### config.mk
export PLATFORM = sky130hd
export DESIGN_NAME = mem_arbiter
export DESIGN_NICKNAME = d
export VERILOG_FILES = /design/src/rtl/mem_arbiter.sv
export SDC_FILE = /design/constraint.sdc
export NUM_CORES = 1
export LEC_CHECK = 0
export CORE_MARGIN = 10
export CORE_UTILIZATION = 30
export DETAILED_ROUTE_END_ITERATION = 12
export PLACE_DENSITY_LB_ADDON = 0.25
export REMOVE_ABC_BUFFERS = 1
export SYNTH_ARGS = -nofsm -noshare
export SYNTH_HDL_FRONTEND = slang
export SYNTH_SLANG_ARGS = --single-unit
### constraint.sdc
create_clock -name clk -period 1.9 [get_ports clk]
set_input_delay 0.38 -clock clk [delete_from_list [all_inputs] [get_ports clk]]
set_output_delay 0.38 -clock clk [all_outputs]
set_load 0.01 [all_outputs]
### src/rtl/mem_arbiter.sv
// mem_arbiter: round-robin arbiter sharing the memory interface unit between
// the instruction-fetch port and the load/store port. Address and store data
// are captured at grant, read data and a one-cycle done pulse are returned to
// the owner, and every transaction ends with a one-cycle DRAIN state.
// Optional watchdog: define MEM_ARB_TIMEOUT_EN to abort grants that never see
// mi_done within TIMEOUT cycles (owner gets done + err with data 8'hFF).
module mem_arbiter #(
    parameter int ADDR_W  = 14,
    parameter int DATA_W  = 16,
    parameter int TIMEOUT = 32
) (
    input  logic              clk,
    input  logic              reset_n,
    input  logic              if_req,
    input  logic [ADDR_W-1:0] if_addr,
    output logic              if_gnt,
    output logic              if_done,
    output logic [7:0]        if_data,
    input  logic              ls_load,
    input  logic              ls_store,
    input  logic [ADDR_W-1:0] ls_addr,
    input  logic [DATA_W-1:0] ls_wdata,
    output logic              ls_gnt,
    output logic              ls_done,
    output logic [7:0]        ls_rdata,
    output logic              mi_load,
    output logic              mi_store,
    output logic [ADDR_W-1:0] mi_addr,
    output logic [DATA_W-1:0] mi_result,
    input  logic              mi_done,
    input  logic [7:0]        mi_rdata,
    output logic              busy,
    output logic              err
);

    typedef enum logic [1:0] {
        ST_IDLE  = 2'd0,
        ST_FETCH = 2'd1,
        ST_DATA  = 2'd2,
        ST_DRAIN = 2'd3
    } state_t;

    // last_gnt encoding: 0 = fetch port, 1 = data port
    localparam logic LAST_FETCH = 1'b0;
    localparam logic LAST_DATA  = 1'b1;

    state_t              state_r;
    state_t              state_nxt_s;
    logic                last_gnt_r;
    logic                last_gnt_nxt_s;
    logic                if_gnt_r;
    logic                if_done_r;
    logic                if_done_nxt_s;
    logic [7:0]          if_data_r;
    logic [7:0]          if_data_nxt_s;
    logic                ls_gnt_r;
    logic                ls_done_r;
    logic                ls_done_nxt_s;
    logic [7:0]          ls_rdata_r;
    logic [7:0]          ls_rdata_nxt_s;
    logic                mi_load_r;
    logic                mi_load_nxt_s;
    logic                mi_store_r;
    logic                mi_store_nxt_s;
    logic [ADDR_W-1:0]   mi_addr_r;
    logic [ADDR_W-1:0]   mi_addr_nxt_s;
    logic [DATA_W-1:0]   mi_result_r;
    logic [DATA_W-1:0]   mi_result_nxt_s;
    logic                busy_r;
    logic                err_r;
    logic                err_nxt_s;
    logic                want_if_s;
    logic                want_ls_s;
    logic                pick_data_s;
    logic                timeout_hit_s;
    logic                finish_s;
    logic [7:0]          ret_data_s;

`ifdef MEM_ARB_TIMEOUT_EN
    localparam int unsigned CNT_W = $clog2(TIMEOUT + 1);
    logic [CNT_W-1:0]    cnt_r;
    logic [CNT_W-1:0]    cnt_nxt_s;

    // Watchdog fires on the edge where the counter would reach TIMEOUT
    always_comb begin
        timeout_hit_s = (cnt_r == CNT_W'(TIMEOUT - 1));
    end

    // Watchdog counter register
    always_ff @(posedge clk or negedge reset_n) begin
        if (!reset_n) begin
            cnt_r <= '0;
        end else begin
            cnt_r <= cnt_nxt_s;
        end
    end
`else
    // Without the watchdog a grant waits for mi_done indefinitely
    always_comb begin
        timeout_hit_s = 1'b0;
    end
`endif

    // Request decode and round-robin choice between the two ports
    always_comb begin
        want_if_s   = if_req;
        want_ls_s   = ls_load | ls_store;
        pick_data_s = 1'b0;
        if (want_if_s && want_ls_s) begin
            pick_data_s = (last_gnt_r == LAST_FETCH);
        end else if (want_ls_s) begin
            pick_data_s = 1'b1;
        end else begin
            pick_data_s = 1'b0;
        end
    end

    // Completion decode: mi_done beats a simultaneous watchdog expiry
    always_comb begin
        finish_s   = mi_done | timeout_hit_s;
        ret_data_s = 8'hFF;
        if (mi_done) begin
            ret_data_s = mi_rdata;
        end else begin
            ret_data_s = 8'hFF;
        end
    end

    // Next-state and next-output logic for the arbitration FSM
    always_comb begin
        state_nxt_s     = state_r;
        last_gnt_nxt_s  = last_gnt_r;
        if_done_nxt_s   = 1'b0;
        ls_done_nxt_s   = 1'b0;
        err_nxt_s       = 1'b0;
        if_data_nxt_s   = if_data_r;
        ls_rdata_nxt_s  = ls_rdata_r;
        mi_load_nxt_s   = mi_load_r;
        mi_store_nxt_s  = mi_store_r;
        mi_addr_nxt_s   = mi_addr_r;
        mi_result_nxt_s = mi_result_r;
`ifdef MEM_ARB_TIMEOUT_EN
        cnt_nxt_s       = cnt_r;
`endif
        case (state_r)
            ST_IDLE: begin
`ifdef MEM_ARB_TIMEOUT_EN
                cnt_nxt_s = '0;
`endif
                if (want_if_s || want_ls_s) begin
                    if (pick_data_s) begin
                        // Store wins when both load and store are raised
                        state_nxt_s     = ST_DATA;
                        last_gnt_nxt_s  = LAST_DATA;
                        mi_addr_nxt_s   = ls_addr;
                        mi_result_nxt_s = ls_wdata;
                        mi_store_nxt_s  = ls_store;
                        mi_load_nxt_s   = ~ls_store;
                    end else begin
                        state_nxt_s     = ST_FETCH;
                        last_gnt_nxt_s  = LAST_FETCH;
                        mi_addr_nxt_s   = if_addr;
                        mi_store_nxt_s  = 1'b0;
                        mi_load_nxt_s   = 1'b1;
                    end
                end else begin
                    state_nxt_s = ST_IDLE;
                end
            end
            ST_FETCH, ST_DATA: begin
                if (finish_s) begin
                    state_nxt_s    = ST_DRAIN;
                    mi_load_nxt_s  = 1'b0;
                    mi_store_nxt_s = 1'b0;
                    err_nxt_s      = ~mi_done;
                    if (state_r == ST_DATA) begin
                        ls_done_nxt_s  = 1'b1;
                        ls_rdata_nxt_s = ret_data_s;
                    end else begin
                        if_done_nxt_s  = 1'b1;
                        if_data_nxt_s  = ret_data_s;
                    end
                end else begin
`ifdef MEM_ARB_TIMEOUT_EN
                    cnt_nxt_s = cnt_r + CNT_W'(1);
`endif
                    state_nxt_s = state_r;
                end
            end
            ST_DRAIN: begin
                state_nxt_s = ST_IDLE;
            end
            default: begin
                state_nxt_s    = ST_IDLE;
                mi_load_nxt_s  = 1'b0;
                mi_store_nxt_s = 1'b0;
            end
        endcase
    end

    // State and registered-output flops; reset drops any in-flight transaction
    always_ff @(posedge clk or negedge reset_n) begin
        if (!reset_n) begin
            state_r     <= ST_IDLE;
            last_gnt_r  <= LAST_FETCH;
            if_gnt_r    <= 1'b0;
            if_done_r   <= 1'b0;
            if_data_r   <= 8'h00;
            ls_gnt_r    <= 1'b0;
            ls_done_r   <= 1'b0;
            ls_rdata_r  <= 8'h00;
            mi_load_r   <= 1'b0;
            mi_store_r  <= 1'b0;
            mi_addr_r   <= '0;
            mi_result_r <= '0;
            busy_r      <= 1'b0;
            err_r       <= 1'b0;
        end else begin
            state_r     <= state_nxt_s;
            last_gnt_r  <= last_gnt_nxt_s;
            if_gnt_r    <= (state_nxt_s == ST_FETCH);
            if_done_r   <= if_done_nxt_s;
            if_data_r   <= if_data_nxt_s;
            ls_gnt_r    <= (state_nxt_s == ST_DATA);
            ls_done_r   <= ls_done_nxt_s;
            ls_rdata_r  <= ls_rdata_nxt_s;
            mi_load_r   <= mi_load_nxt_s;
            mi_store_r  <= mi_store_nxt_s;
            mi_addr_r   <= mi_addr_nxt_s;
            mi_result_r <= mi_result_nxt_s;
            busy_r      <= (state_nxt_s != ST_IDLE);
            err_r       <= err_nxt_s;
        end
    end

    assign if_gnt    = if_gnt_r;
    assign if_done   = if_done_r;
    assign if_data   = if_data_r;
    assign ls_gnt    = ls_gnt_r;
    assign ls_done   = ls_done_r;
    assign ls_rdata  = ls_rdata_r;
    assign mi_load   = mi_load_r;
    assign mi_store  = mi_store_r;
    assign mi_addr   = mi_addr_r;
    assign mi_result = mi_result_r;
    assign busy      = busy_r;
    assign err       = err_r;

endmodule
Word-level counts from Yosys, hierarchy flattened
Index checks and enable logic that the tools add are counted. W data, S select, Z words.

Word-level logic and storage cells: 60. Input port bits: 58. Output and inout port bits: 54. Bits in registers: 57.

Bitwise logic cells: 5. Reduce and logical (&&, ||, !) cells: 11. Multiplexer cells: 23. Equality and inequality tests: 7.

Operators with widths (count): $mux W1 (16); $mux W14 (1); $reduce_and A3 Y1 (4); $eq A2 B2 Y1 const B (3); $mux W2 (3); $pmux W2 S3 (1); $eq A2 B1 Y1 const B (2); $ne A2 B2 Y1 const B (2); $not A1 Y1 (4); $pmux W1 S2 (2); $reduce_bool A2 Y1 (2); $logic_not A2 Y1 (1); $reduce_and A2 Y1 (1); $reduce_or A2 Y1 (1); $logic_and A1 B1 Y1 (1); $logic_or A1 B1 Y1 (1); $or A1 B1 Y1 (1).

Depth between registers and ports, before layout
Depth after elaboration: 7. Mapped depth: 8. Gate-level depth less buffers: 5.

Worst setup path before layout
OpenSTA, ideal clock, no wires.

Path type: reg-to-reg. Start point: register state_r[0]. End point: register if_data_r[0], in the netlist if_data[0]. Path slack: 0.282 ns. Arrival time: 1.493 ns. Period minus slack after synthesis: 1.618 ns. Path buffers: 1. Data required time: 1.775 ns. Cell stages (with the launch flop): 6. Setup time: 0.125 ns. Cells stage by stage: dfrtp_1 > inv_1 > ha_1 > buf_2 > nand3b_1 > mux2_2.

Word-level cells in the longest chain between the ends: 3. Elaborated cells between the ends (all ways): 5. Those cells by class: eq/ne (2); bitwise (1); reduce/logical (2).

RTL lines: start: declaration (RTL line 47) `state_t state_r;`; start signal: assignment (RTL line 219) `state_r <= state_nxt_s;`; $eq A2 B2 Y1 / $eq A2 B1 Y1 (equally long branches) (RTL line 145, 176); $reduce_or A2 Y1 / $not A1 Y1 (equally long branches); $reduce_and A3 Y1 (no line) *; end signal: assignment (RTL line 223) `if_data_r <= if_data_nxt_s;`; end: declaration (RTL line 54) `logic [7:0] if_data_r;`.

Every way passes the cells marked *; elsewhere a longest branch is shown, timed or not. A chain may end at the register's enable or synchronous reset.

Worst setup path in the final report
Start point: register state_r[1]. End point: register if_data_r[4], in the netlist if_data[4].

The elaborated chain is that of the path after synthesis.

==> out/results.ini <==
[placement]
routabilityCongestion=0.7150
io_buffers=110
dpl.hpwl_um=4878

[setup_path]
start_kind=flip-flop
r2r_start=state_r[1]$_DFF_PN0_
cp_max_fo=9
arrival_ns=1.87
crit_type=reg -> reg
reg2regPathDepth=5
r2r_slack_ns=0.23
crit_required_ns=2.10
crit_start=state_r[1]$_DFF_PN0_
end_kind=flip-flop
timing.rr.end=if_data[4]$_DFFE_PN0P_

[yosys]
synth_area_um2=2366
synth_common_cells=dfrtp_1 (56), mux2_2 (32), nand2_1 (20)
synth-seq-cells=56
synthArstFlopShare_pct=100.0
seq_area_frac_synth_pct=59.23
synthCells=180
synth_edf_count=0
yosysWarningCount=0
synth_area_leaders=dfrtp_1 (59%), mux2_2 (15%), mux2i_1 (5.9%)
synth_top_cell_by_area=dfrtp_1
synth-main-ff-cell=dfrtp_1
synth.distinct_cells=30
avgSynthCellArea_um2=13.14
post-synth-top-count-cell=dfrtp_1
synth_top_area_share_pct=59.23

[routing]
drc=0
routed_wl_um=6208
met3WireLength_um=396
vias=1767
drtAntennaViolNets=0
drt-initial-drc-count=27
routed_via_density=4.429
top_layer=met4
first_pass_iters=6
wl_per_cell_um=15.56
wl_met2_um=3372
met1_length_um=2372

[timing]
clock-skew-final_ns=0.008025
tightest_slew_ns=0.5884
finalHoldViolCount=0
slew_viol_final=0
setup_viol=0
fmax_mhz=598.5
relSlewSlack_pct=60.77
rsz0062_at_grt=false
fin_crit_ns=1.671
period_share_pct=87.94

[cells_and_area]
fillers=757
area_delta_synth_final_pct=59.23
nets=357
post-route-util_pct=49.01
layout-drive-gt1-share_pct=17.85
antennaDiodeCount=0

[die]
die_y_um=108.8
num_io_pins=112
rows=32
coreArea_um2=7687
die_width_um=108.8
dieArea_um2=11840
initial_utilization_pct=30.78

[clock_network]
clk_pin_slew_ns=0.10
insertion_delay_ns=0.31
post_cts_buffers=0
cts-buffers-inserted=5
cts_resized=0
h-tree-depth=2
cts_tree=built
cts_sinks=56
cts-root-buf=clkbuf_8
ctsLongestPathBuffers=2
postCtsHoldBufs=0

[grt]
first_global_vias=1957
groute.usage.overall_pct=10.42
grt-ovfl-total=0
antenna_found_initial=0
grt_max_degree=33
grt_pass1_wl_um=9873

[power]
powerDensity_nw_per_um2=1564
p_int_mw=3.966
power_switching_mw=1.927
power_frac_comb_pct=51.3
switching_share_pct=32.70
pwr-share-clk_pct=13.2
p_total_mw=5.892
leakagePower_nw=1.611
power_frac_seq_pct=35.5
vdd_drop_max_uv=546.8

[run]
cap_viol_max_count=0

[min_path]
min_path_type=in -> async

[status]
status=completed

==> logic make-up (layout without fill, tap and decap cells) <==
logic type,after synthesis,count (layout),share of synthesized area [%]
adders and majority gates,3,3,1.587
AOI/OAI and AO/OA,29,29,8.250
buffers and inverters,16,133,4.071
muxes,46,46,21.15
DFF,56,56,59.23
and+or+nand+nor,29,29,5.552
other,1,1,0.1585
==> per-layer routing <==
metal / vias up / track usage, %
met1: 856 / 11.24
met3: 4 / 3.422
met2: 51 / 18.97
met4: 0 / 3.107
met5: - / 0
li1: 856 / -
==> state kept, by name (all words and copies together), names as in the netlist, 2 cells and up <==
register / count
state_r: 2
if_data: 8
mi_addr: 14
ls_rdata: 8
mi_result: 16
==> worst max-delay path, stage by stage, from the launching register on <==
cell and delay [ns]:
dfrtp_1 0.42, inv_1 0.10, ha_1 0.39, nand3b_1 0.18, buf_12 0.15, mux2_2 0.33
==> how the worst max path moves through the flow <==
stage	end	depth (start not counted)	slack, ns
after floorplan	mi_addr[0]$_DFFE_PN0P_	2	-0.38
after global placement	mi_result[12]$_DFFE_PN0P_	4	0.04
after detailed placement	mi_result[2]$_DFFE_PN0P_	4	0.006
after CTS	if_data[4]$_DFFE_PN0P_	5	0.24
after global routing	if_data[4]$_DFFE_PN0P_	5	0.13
final	if_data[4]$_DFFE_PN0P_	5	0.23
==> per-stage QoR <==
step | cell area, µm² | std cells | worst slack, ns | hold WS [ns] | setup TNS, ns
2_1_floorplan | 2296 | 171 | -0.3800 | 0.08441 | -5.554
3_3_place_gp | 3656 | 391 | 0.04070 | 0.4282 | 0
3_5_place_dp | 3656 | 391 | 0.006244 | 0.4258 | 0
4_1_cts | 3767 | 399 | 0.2352 | 0.07903 | 0
5_1_grt | 3767 | 399 | 0.1334 | 0.09665 | 0
6_report | 3767 | 399 | 0.2291 | 0.05627 | 0
==> area by class of cell <==
class	count	area [µm²]	area share, %
Inverter	7	26.28	0.6974
Multi-Input combinational cell	108	882.1	23.41
Clock buffer	5	68.82	1.827
Timing Repair Buffer	118	1219	32.35
Sequential cell	56	1401	37.20
Tap cell	102	127.6	3.388
Clock inverter	3	42.54	1.129
==> power groups by stage <==
stage / Clock, mW / Sequential, mW / Combinational, mW
finish: 0.778 / 2.09 / 3.02
detailed placement: 0 / 2.12 / 3.09
global placement: 0 / 2.09 / 3.07
floorplan: 0 / 2.36 / 1.07
CTS: 0.811 / 2.10 / 3.10
global route: 0.857 / 2.17 / 3.30
==> layout by cell type (no fill, tap or decap), types with 2 or more instances in the layout <==
cell type and count:
buf_12 5, buf_4 3, clkbuf_8 5, clkdlybuf4s50_1 109, dfrtp_1 56, ha_1 3, inv_1 7, mux2_2 32
mux2i_1 14, nand2_1 20, nand3b_1 2, nor2_1 3, o21ai_0 17, o31ai_1 2
Note: power is estimated with default switching activity, not from simulation.
